### config.mk
export PLATFORM = sky130hd
export DESIGN_NAME = mem_access_sequencer_flat
export DESIGN_NICKNAME = d
export VERILOG_FILES = /design/src/rtl/mem_access_sequencer_pkg.sv /design/src/rtl/mem_access_sequencer_if.sv /design/src/rtl/mem_access_sequencer_byte_lane_align.sv /design/src/rtl/mem_access_sequencer.sv /design/src/flat_wrapper.sv
export SDC_FILE = /design/constraint.sdc
export NUM_CORES = 1
export LEC_CHECK = 0
export ABC_AREA = 1
export CAP_MARGIN = 10
export CORE_MARGIN = 1
export CORE_UTILIZATION = 53
export CTS_CLUSTER_DIAMETER = 100
export DETAILED_ROUTE_END_ITERATION = 12
export PLACE_DENSITY = 0.95
export SYNTH_ARGS = -nofsm -noshare
export SYNTH_HDL_FRONTEND = slang
export SYNTH_HIERARCHICAL = 1
export SYNTH_SLANG_ARGS = --single-unit
### constraint.sdc
create_clock -name clk -period 3.7 [get_ports clk]
set_input_delay 0.74 -clock clk [delete_from_list [all_inputs] [get_ports clk]]
set_output_delay 0.74 -clock clk [all_outputs]
set_load 0.005 [all_outputs]
### src/rtl/mem_access_sequencer_pkg.sv
// Shared LC-3b types for the memory-stage sequencer.
// Opcode encoding plus sequencer state and opcode class helpers.
package lc3b_types;

    typedef enum logic [3:0] {
        op_br   = 4'b0000,
        op_add  = 4'b0001,
        op_ldb  = 4'b0010,
        op_stb  = 4'b0011,
        op_jsr  = 4'b0100,
        op_and  = 4'b0101,
        op_ldr  = 4'b0110,
        op_str  = 4'b0111,
        op_rti  = 4'b1000,
        op_not  = 4'b1001,
        op_ldi  = 4'b1010,
        op_sti  = 4'b1011,
        op_jmp  = 4'b1100,
        op_shf  = 4'b1101,
        op_lea  = 4'b1110,
        op_trap = 4'b1111
    } lc3b_opcode;

    typedef enum logic [1:0] {
        IDLE = 2'b00,
        ACC1 = 2'b01,
        ACC2 = 2'b10,
        DONE = 2'b11
    } seq_state_t;

    function automatic logic is_mem_op(lc3b_opcode op);
        return op inside {op_ldr, op_str, op_ldb, op_stb,
                          op_ldi, op_sti, op_trap};
    endfunction

    function automatic logic is_byte_op(lc3b_opcode op);
        return op inside {op_ldb, op_stb};
    endfunction

    function automatic logic is_indirect(lc3b_opcode op);
        return op inside {op_ldi, op_sti};
    endfunction

    // Stores whose only access is the write itself
    function automatic logic is_direct_store(lc3b_opcode op);
        return op inside {op_str, op_stb};
    endfunction

endpackage

### src/rtl/mem_access_sequencer_if.sv
// Data-memory port bundle between the sequencer and memory.
// master drives strobes/address/data, slave answers with resp/rdata.
interface mem_access_sequencer_if #(
    parameter int ADDR_WIDTH = 16,
    parameter int DATA_WIDTH = 16
);
    localparam int BE_WIDTH = DATA_WIDTH / 8;

    logic                  mem_read;
    logic                  mem_write;
    logic [ADDR_WIDTH-1:0] mem_address;
    logic [DATA_WIDTH-1:0] mem_wdata;
    logic [BE_WIDTH-1:0]   mem_byte_enable;
    logic                  mem_resp;
    logic [DATA_WIDTH-1:0] mem_rdata;

    modport master (
        output mem_read, mem_write, mem_address,
        output mem_wdata, mem_byte_enable,
        input  mem_resp, mem_rdata
    );

    modport slave (
        input  mem_read, mem_write, mem_address,
        input  mem_wdata, mem_byte_enable,
        output mem_resp, mem_rdata
    );

endinterface

### src/rtl/mem_access_sequencer_byte_lane_align.sv
// Byte-lane steering for LDB/STB.
// Lane is chosen by address bit 0 only.
module byte_lane_align #(
    parameter int DATA_WIDTH = 16
) (
    input  logic                    lane,
    input  logic [DATA_WIDTH-1:0]   rdata,
    input  logic [DATA_WIDTH-1:0]   wdata,
    output logic [DATA_WIDTH-1:0]   load_byte,
    output logic [DATA_WIDTH/8-1:0] byte_enable,
    output logic [DATA_WIDTH-1:0]   store_word
);
    localparam int BE_WIDTH = DATA_WIDTH / 8;

    logic [DATA_WIDTH-1:0] shifted;
    logic [7:0]            sel_byte;

    // Pick the addressed byte, sign-extend it, replicate the store byte
    always_comb begin
        shifted     = rdata >> (lane ? 8 : 0);
        sel_byte    = shifted[7:0];
        load_byte   = DATA_WIDTH'(signed'(sel_byte));
        store_word  = {BE_WIDTH{wdata[7:0]}};
        byte_enable = BE_WIDTH'(1) << lane;
    end

endmodule

### src/rtl/mem_access_sequencer.sv
// LC-3b MEM-stage sequencer for single and double memory accesses.
// Holds the pipeline in stall until all accesses get mem_resp.
module mem_access_sequencer
    import lc3b_types::*;
#(
    parameter int ADDR_WIDTH = 16,
    parameter int DATA_WIDTH = 16
) (
    input  logic                  clk,
    input  logic                  rst_n,
    input  logic                  start,
    input  lc3b_opcode            opcode,
    input  logic [ADDR_WIDTH-1:0] eff_addr,
    input  logic [DATA_WIDTH-1:0] store_data,
    mem_access_sequencer_if.master mem,
    output logic                  stall,
    output logic                  done,
    output logic [DATA_WIDTH-1:0] result
);
    localparam int BE_WIDTH = DATA_WIDTH / 8;

    seq_state_t            state_q, state_d;
    lc3b_opcode            op_q, op_d;
    logic [ADDR_WIDTH-1:0] addr_q, addr_d;
    logic [ADDR_WIDTH-1:0] ptr_q, ptr_d;
    logic [DATA_WIDTH-1:0] sdata_q, sdata_d;
    logic [DATA_WIDTH-1:0] result_q, result_d;

    logic [DATA_WIDTH-1:0] load_byte;
    logic [DATA_WIDTH-1:0] store_word;
    logic [BE_WIDTH-1:0]   lane_be;
    logic [ADDR_WIDTH-1:0] rd_ptr;

    byte_lane_align #(
        .DATA_WIDTH (DATA_WIDTH)
    ) u_lane (
        .lane        (addr_q[0]),
        .rdata       (mem.mem_rdata),
        .wdata       (sdata_q),
        .load_byte   (load_byte),
        .byte_enable (lane_be),
        .store_word  (store_word)
    );

    // Pointer fetched in ACC1 is a word address
    always_comb begin
        rd_ptr    = ADDR_WIDTH'(mem.mem_rdata);
        rd_ptr[0] = 1'b0;
    end

    // State and latched operands
    always_ff @(posedge clk) begin
        if (!rst_n) begin
            state_q  <= IDLE;
            op_q     <= op_br;
            addr_q   <= '0;
            ptr_q    <= '0;
            sdata_q  <= '0;
            result_q <= '0;
        end else begin
            state_q  <= state_d;
            op_q     <= op_d;
            addr_q   <= addr_d;
            ptr_q    <= ptr_d;
            sdata_q  <= sdata_d;
            result_q <= result_d;
        end
    end

    // Next state, operand capture and memory port drive
    always_comb begin
        state_d  = state_q;
        op_d     = op_q;
        addr_d   = addr_q;
        ptr_d    = ptr_q;
        sdata_d  = sdata_q;
        result_d = result_q;

        stall               = 1'b0;
        done                = 1'b0;
        result              = '0;
        mem.mem_read        = 1'b0;
        mem.mem_write       = 1'b0;
        mem.mem_address     = '0;
        mem.mem_wdata       = '0;
        mem.mem_byte_enable = '0;

        unique case (state_q)
            IDLE: begin
                if (start && is_mem_op(opcode)) begin
                    stall    = 1'b1;
                    op_d     = opcode;
                    addr_d   = eff_addr;
                    sdata_d  = store_data;
                    result_d = '0;
                    state_d  = ACC1;
                end
            end
            ACC1: begin
                stall         = 1'b1;
                mem.mem_write = is_direct_store(op_q);
                mem.mem_read  = !is_direct_store(op_q);
                if (is_byte_op(op_q)) begin
                    mem.mem_address     = addr_q;
                    mem.mem_byte_enable = lane_be;
                end else begin
                    mem.mem_address     = {addr_q[ADDR_WIDTH-1:1], 1'b0};
                    mem.mem_byte_enable = '1;
                end
                if (op_q == op_stb) begin
                    mem.mem_wdata = store_word;
                end else if (op_q == op_str) begin
                    mem.mem_wdata = sdata_q;
                end
                if (mem.mem_resp) begin
                    if (is_indirect(op_q)) begin
                        ptr_d   = rd_ptr;
                        state_d = ACC2;
                    end else begin
                        if (op_q == op_ldb) begin
                            result_d = load_byte;
                        end else if (!is_direct_store(op_q)) begin
                            result_d = mem.mem_rdata;
                        end
                        state_d = DONE;
                    end
                end
            end
            ACC2: begin
                stall               = 1'b1;
                mem.mem_read        = (op_q == op_ldi);
                mem.mem_write       = (op_q == op_sti);
                mem.mem_address     = ptr_q;
                mem.mem_byte_enable = '1;
                if (op_q == op_sti) begin
                    mem.mem_wdata = sdata_q;
                end
                if (mem.mem_resp) begin
                    if (op_q == op_ldi) begin
                        result_d = mem.mem_rdata;
                    end
                    state_d = DONE;
                end
            end
            DONE: begin
                done    = 1'b1;
                result  = result_q;
                state_d = IDLE;
            end
        endcase
    end

endmodule

### src/flat_wrapper.sv
// flat-port wrapper written by rule: the top's interface ports become plain ports
module mem_access_sequencer_flat import lc3b_types::*;
#(
    parameter int ADDR_WIDTH = 16,
    parameter int DATA_WIDTH = 16
)
  (clk, rst_n, start, opcode, eff_addr, store_data, stall, done, result, mem_mem_read, mem_mem_write, mem_mem_address, mem_mem_wdata, mem_mem_byte_enable, mem_mem_resp, mem_mem_rdata);
  mem_access_sequencer_if #(.ADDR_WIDTH(ADDR_WIDTH), .DATA_WIDTH(DATA_WIDTH)) mem_i ();
  input  logic clk;
  input  logic rst_n;
  input  logic start;
  input  lc3b_opcode opcode;
  input  logic [ADDR_WIDTH-1:0] eff_addr;
  input  logic [DATA_WIDTH-1:0] store_data;
  output logic stall;
  output logic done;
  output logic [DATA_WIDTH-1:0] result;
  output wire logic [$bits(mem_i.mem_read)-1:0] mem_mem_read;
  output wire logic [$bits(mem_i.mem_write)-1:0] mem_mem_write;
  output wire logic [$bits(mem_i.mem_address)-1:0] mem_mem_address;
  output wire logic [$bits(mem_i.mem_wdata)-1:0] mem_mem_wdata;
  output wire logic [$bits(mem_i.mem_byte_enable)-1:0] mem_mem_byte_enable;
  input wire logic [$bits(mem_i.mem_resp)-1:0] mem_mem_resp;
  input wire logic [$bits(mem_i.mem_rdata)-1:0] mem_mem_rdata;
  assign mem_mem_read = mem_i.mem_read;
  assign mem_mem_write = mem_i.mem_write;
  assign mem_mem_address = mem_i.mem_address;
  assign mem_mem_wdata = mem_i.mem_wdata;
  assign mem_mem_byte_enable = mem_i.mem_byte_enable;
  assign mem_i.mem_resp = mem_mem_resp;
  assign mem_i.mem_rdata = mem_mem_rdata;
  mem_access_sequencer #(.ADDR_WIDTH(ADDR_WIDTH), .DATA_WIDTH(DATA_WIDTH)) u_core (.clk(clk), .rst_n(rst_n), .start(start), .opcode(opcode), .eff_addr(eff_addr), .store_data(store_data), .mem(mem_i), .stall(stall), .done(done), .result(result));
endmodule
==> flow_summary_export.csv <==
group,metric,value,unit
worst_setup_path,crit_type,"reg2out",
logic_synthesis,synth_top_area_share,0.337,
job,drv_cap,0,
cts,cts_tree,"built",
timing,worstMarginPinSlew,691,ps
logic_synthesis,post-synth-top-area-cell,"dfxtp_1",
timing,drv_slew,0,
cts,cts_made_buffers,9,
finish,drive_gt1_frac,0.0780,
logic_synthesis,syn-num-nets,713,
cts,htreeDepth,3,
cts,cts_setup_buffers,0,
cts,clkTransAtPathRegs,80,ps
logic_synthesis,synth_cell_types,28,
grt,grt_usage,0.268,
timing,slew_headroom,0.540,
floorplan,core-area,7370,µm²
grt,grt_max_degree,57,
timing,skew,7.90,ps
grt,antenna_found_initial,0,
finish,fin_nets,774,
worst_hold_path,holdCritPathClass,"reg2reg",
outcome,outcome,"finished clean",
place,place.gp.congestion,0.916,
power_and_ir_drop,powerDensity,573,nW/µm²
floorplan,start_util,0.556,
route,via_per_inst,5.25,
floorplan,rows,31,
worst_setup_path,start_kind,"register",
timing,max_clock_freq,289,MHz
timing,fin_crit_sh,0.937,
logic_synthesis,syn_inst,653,
worst_setup_path,path_max_fanout,18,
timing,layout_min_cycle_time,3470,ps
floorplan,ios,110,
place,port_buffers,109,
logic_synthesis,avgSynthCellArea,6.28,µm²
finish,fillCellCount,592,
route,post_drt_wl_per_cell,13.2,µm
finish,antennaDiodeCount,0,
timing,rsz0062_at_grt,"no",
worst_hold_path,min_from,"u_core/addr_q[10]",
cts,root_buffer,"clkbuf_8",
finish,regArea,1380,µm²
route,first_pass_iters,5,
cts,clk_latency,350,ps
worst_setup_path,critical_path.endpoint_type,"primary output",
power_and_ir_drop,total_power,2970,µW
logic_synthesis,synth_top_cells_by_area,"dfxtp_1 (34%), nand2_1 (16%), nand3_1 (7.9%)",
logic_synthesis,syn_area,4100,µm²
finish,syn_to_final_growth,26.7,%
worst_setup_path,r2r-start,"u_core/state_q[0]",
place,place_area,4980,µm²
route,drt_iter0_drc,410,
route,via_count,4292,
worst_setup_path,arrival,2730,ps
grt,grt_pass1_vias,3779,
timing,setup_viol,0,
cts,clock_sinks,69,
cts,post_cts_resized,0,
floorplan,die_area,8090,µm²
finish,fin_area,5190,µm²
grt,grt_pass1_wl,17.7,mm
power_and_ir_drop,power.leakage,0.00231,µW
worst_setup_path,cp.required,2960,ps
worst_setup_path,critPathLaunch,"u_core/state_q[0]",
route,ant_nets,0,
cts,cts_hold_buffers,0,
grt,grt_overflow,0,
logic_synthesis,yosysWarnings,6,
logic_synthesis,ys_seq_area_frac,0.337,
floorplan,die_y,89.9,µm
finish,multi_input_area,2010,µm²
route,drt_wl_total,10.8,mm
timing,fin_hold_ws,453,ps
place,dp_hpwl,7.54,mm
route,drc,0,
logic_synthesis,yosys_register_bits,69,
floorplan,die_w,89.9,µm
power_and_ir_drop,ir_drop,0.291,mV
timing,tns,0,ps
cts,clockBufferDepth,2,
timing,hold_viol,0,
## routing by layer
metal | vias to the layer above | wire length, µm | track usage
li1 | 2134 | - | -
met1 | 1908 | 4590 | 0.350
met2 | 226 | 5080 | 0.443
met3 | 24 | 920 | 0.0457
met4 | 0 | 214 | 0.106
met5 | - | 0 | 0
## synth_stat cells
master and number:
buf_6 3, o21ai_2 2, nand3_1 65, nand4_2 1
nand4_1 3, nor2_4 1, clkinv_1 1, inv_2 17
dfxtp_1 69, nor2_1 52, nand2_1 180, o21ai_1 11
ha_1 4, buf_2 7, nor2_2 4, inv_1 68
nand2_2 3, nand2_4 2, o31ai_1 2, o21ai_0 58
nor2_8 2, buf_8 1, buf_1 5, nand3_2 2
clkbuf_1 19, buf_4 29, nor3_1 2, a21oi_1 40
## area by class of cell
type | instances | area share
multi-input cells | 434 | 0.387
flip-flops and latches | 69 | 0.266
repair buffers | 114 | 0.220
inverters | 86 | 0.0622
clock buffers | 9 | 0.0239
well taps | 99 | 0.0239
clock inverters | 6 | 0.0171
## through the flow
step | setup slack [ps] | util | std cells
floorplan | 1420 | - | 653
global placement | 754 | 0.676 | 802
detailed placement | 717 | 0.676 | 802
CTS | 281 | 0.705 | 817
global route | 89.7 | 0.705 | 817
finish | 234 | 0.705 | 817
## where the power goes
group | internal [µW] | total (µW) | leakage [µW] | switching (µW)
combinational | 463 | 1340 | 0.00165 | 873
sequential | 876 | 960 | 0.000563 | 83.9
clock | 376 | 678 | 0.000101 | 302
total | 1720 | 2970 | 0.00231 | 1260
## registers in the layout, indices dropped and copies added, names as in the netlist
name,count
u_core/addr_q,16
u_core/op_q,4
u_core/ptr_q,15
u_core/result_q,16
u_core/sdata_q,16
u_core/state_q,2
## placed cells by master, fill, tap and decap left out, types with 3 or more instances in the layout
cell and instances:
dfxtp_1 69, inv_1 68, buf_4 4, clkdlybuf4s50_1 109, clkbuf_8 9, ha_1 3, nand3_2 3, nor2_1 52
nand4_1 3, o21ai_0 58, o21ai_1 11, nand2_1 180, inv_2 17, nor2_2 4, nand2_2 3, a21oi_1 40
nand3_1 64
## cell families after synthesis
logic type	after synthesis	synth area share
AND/OR/NAND/NOR	317	0.335
flip-flops	69	0.337
buffers and inverters	150	0.174
adder cells (fa/ha/maj)	4	0.0122
AO/OA/AOI/OAI	113	0.141
## critical path, stage by stage, from the launching register on
cell and delay (ps):
dfxtp_1 370, inv_1 110, ha_1 270, buf_4 260, nand4_1 170, o21ai_2 310
nand3_1 200, o21ai_1 150, clkdlybuf4s50_1 520
## worst paths after layout
kind / endpoint / slack [ps] / depth (start not counted)
worst max-delay path: mem_mem_wdata[9] / 230 / 8
worst min-delay path: u_core/addr_q[10] / 450 / 2
worst max register to register: u_core/ptr_q[1] / 1450 / 7
worst min register to register: u_core/addr_q[10] / 450 / 2
(Power assumes the default switching activity.)
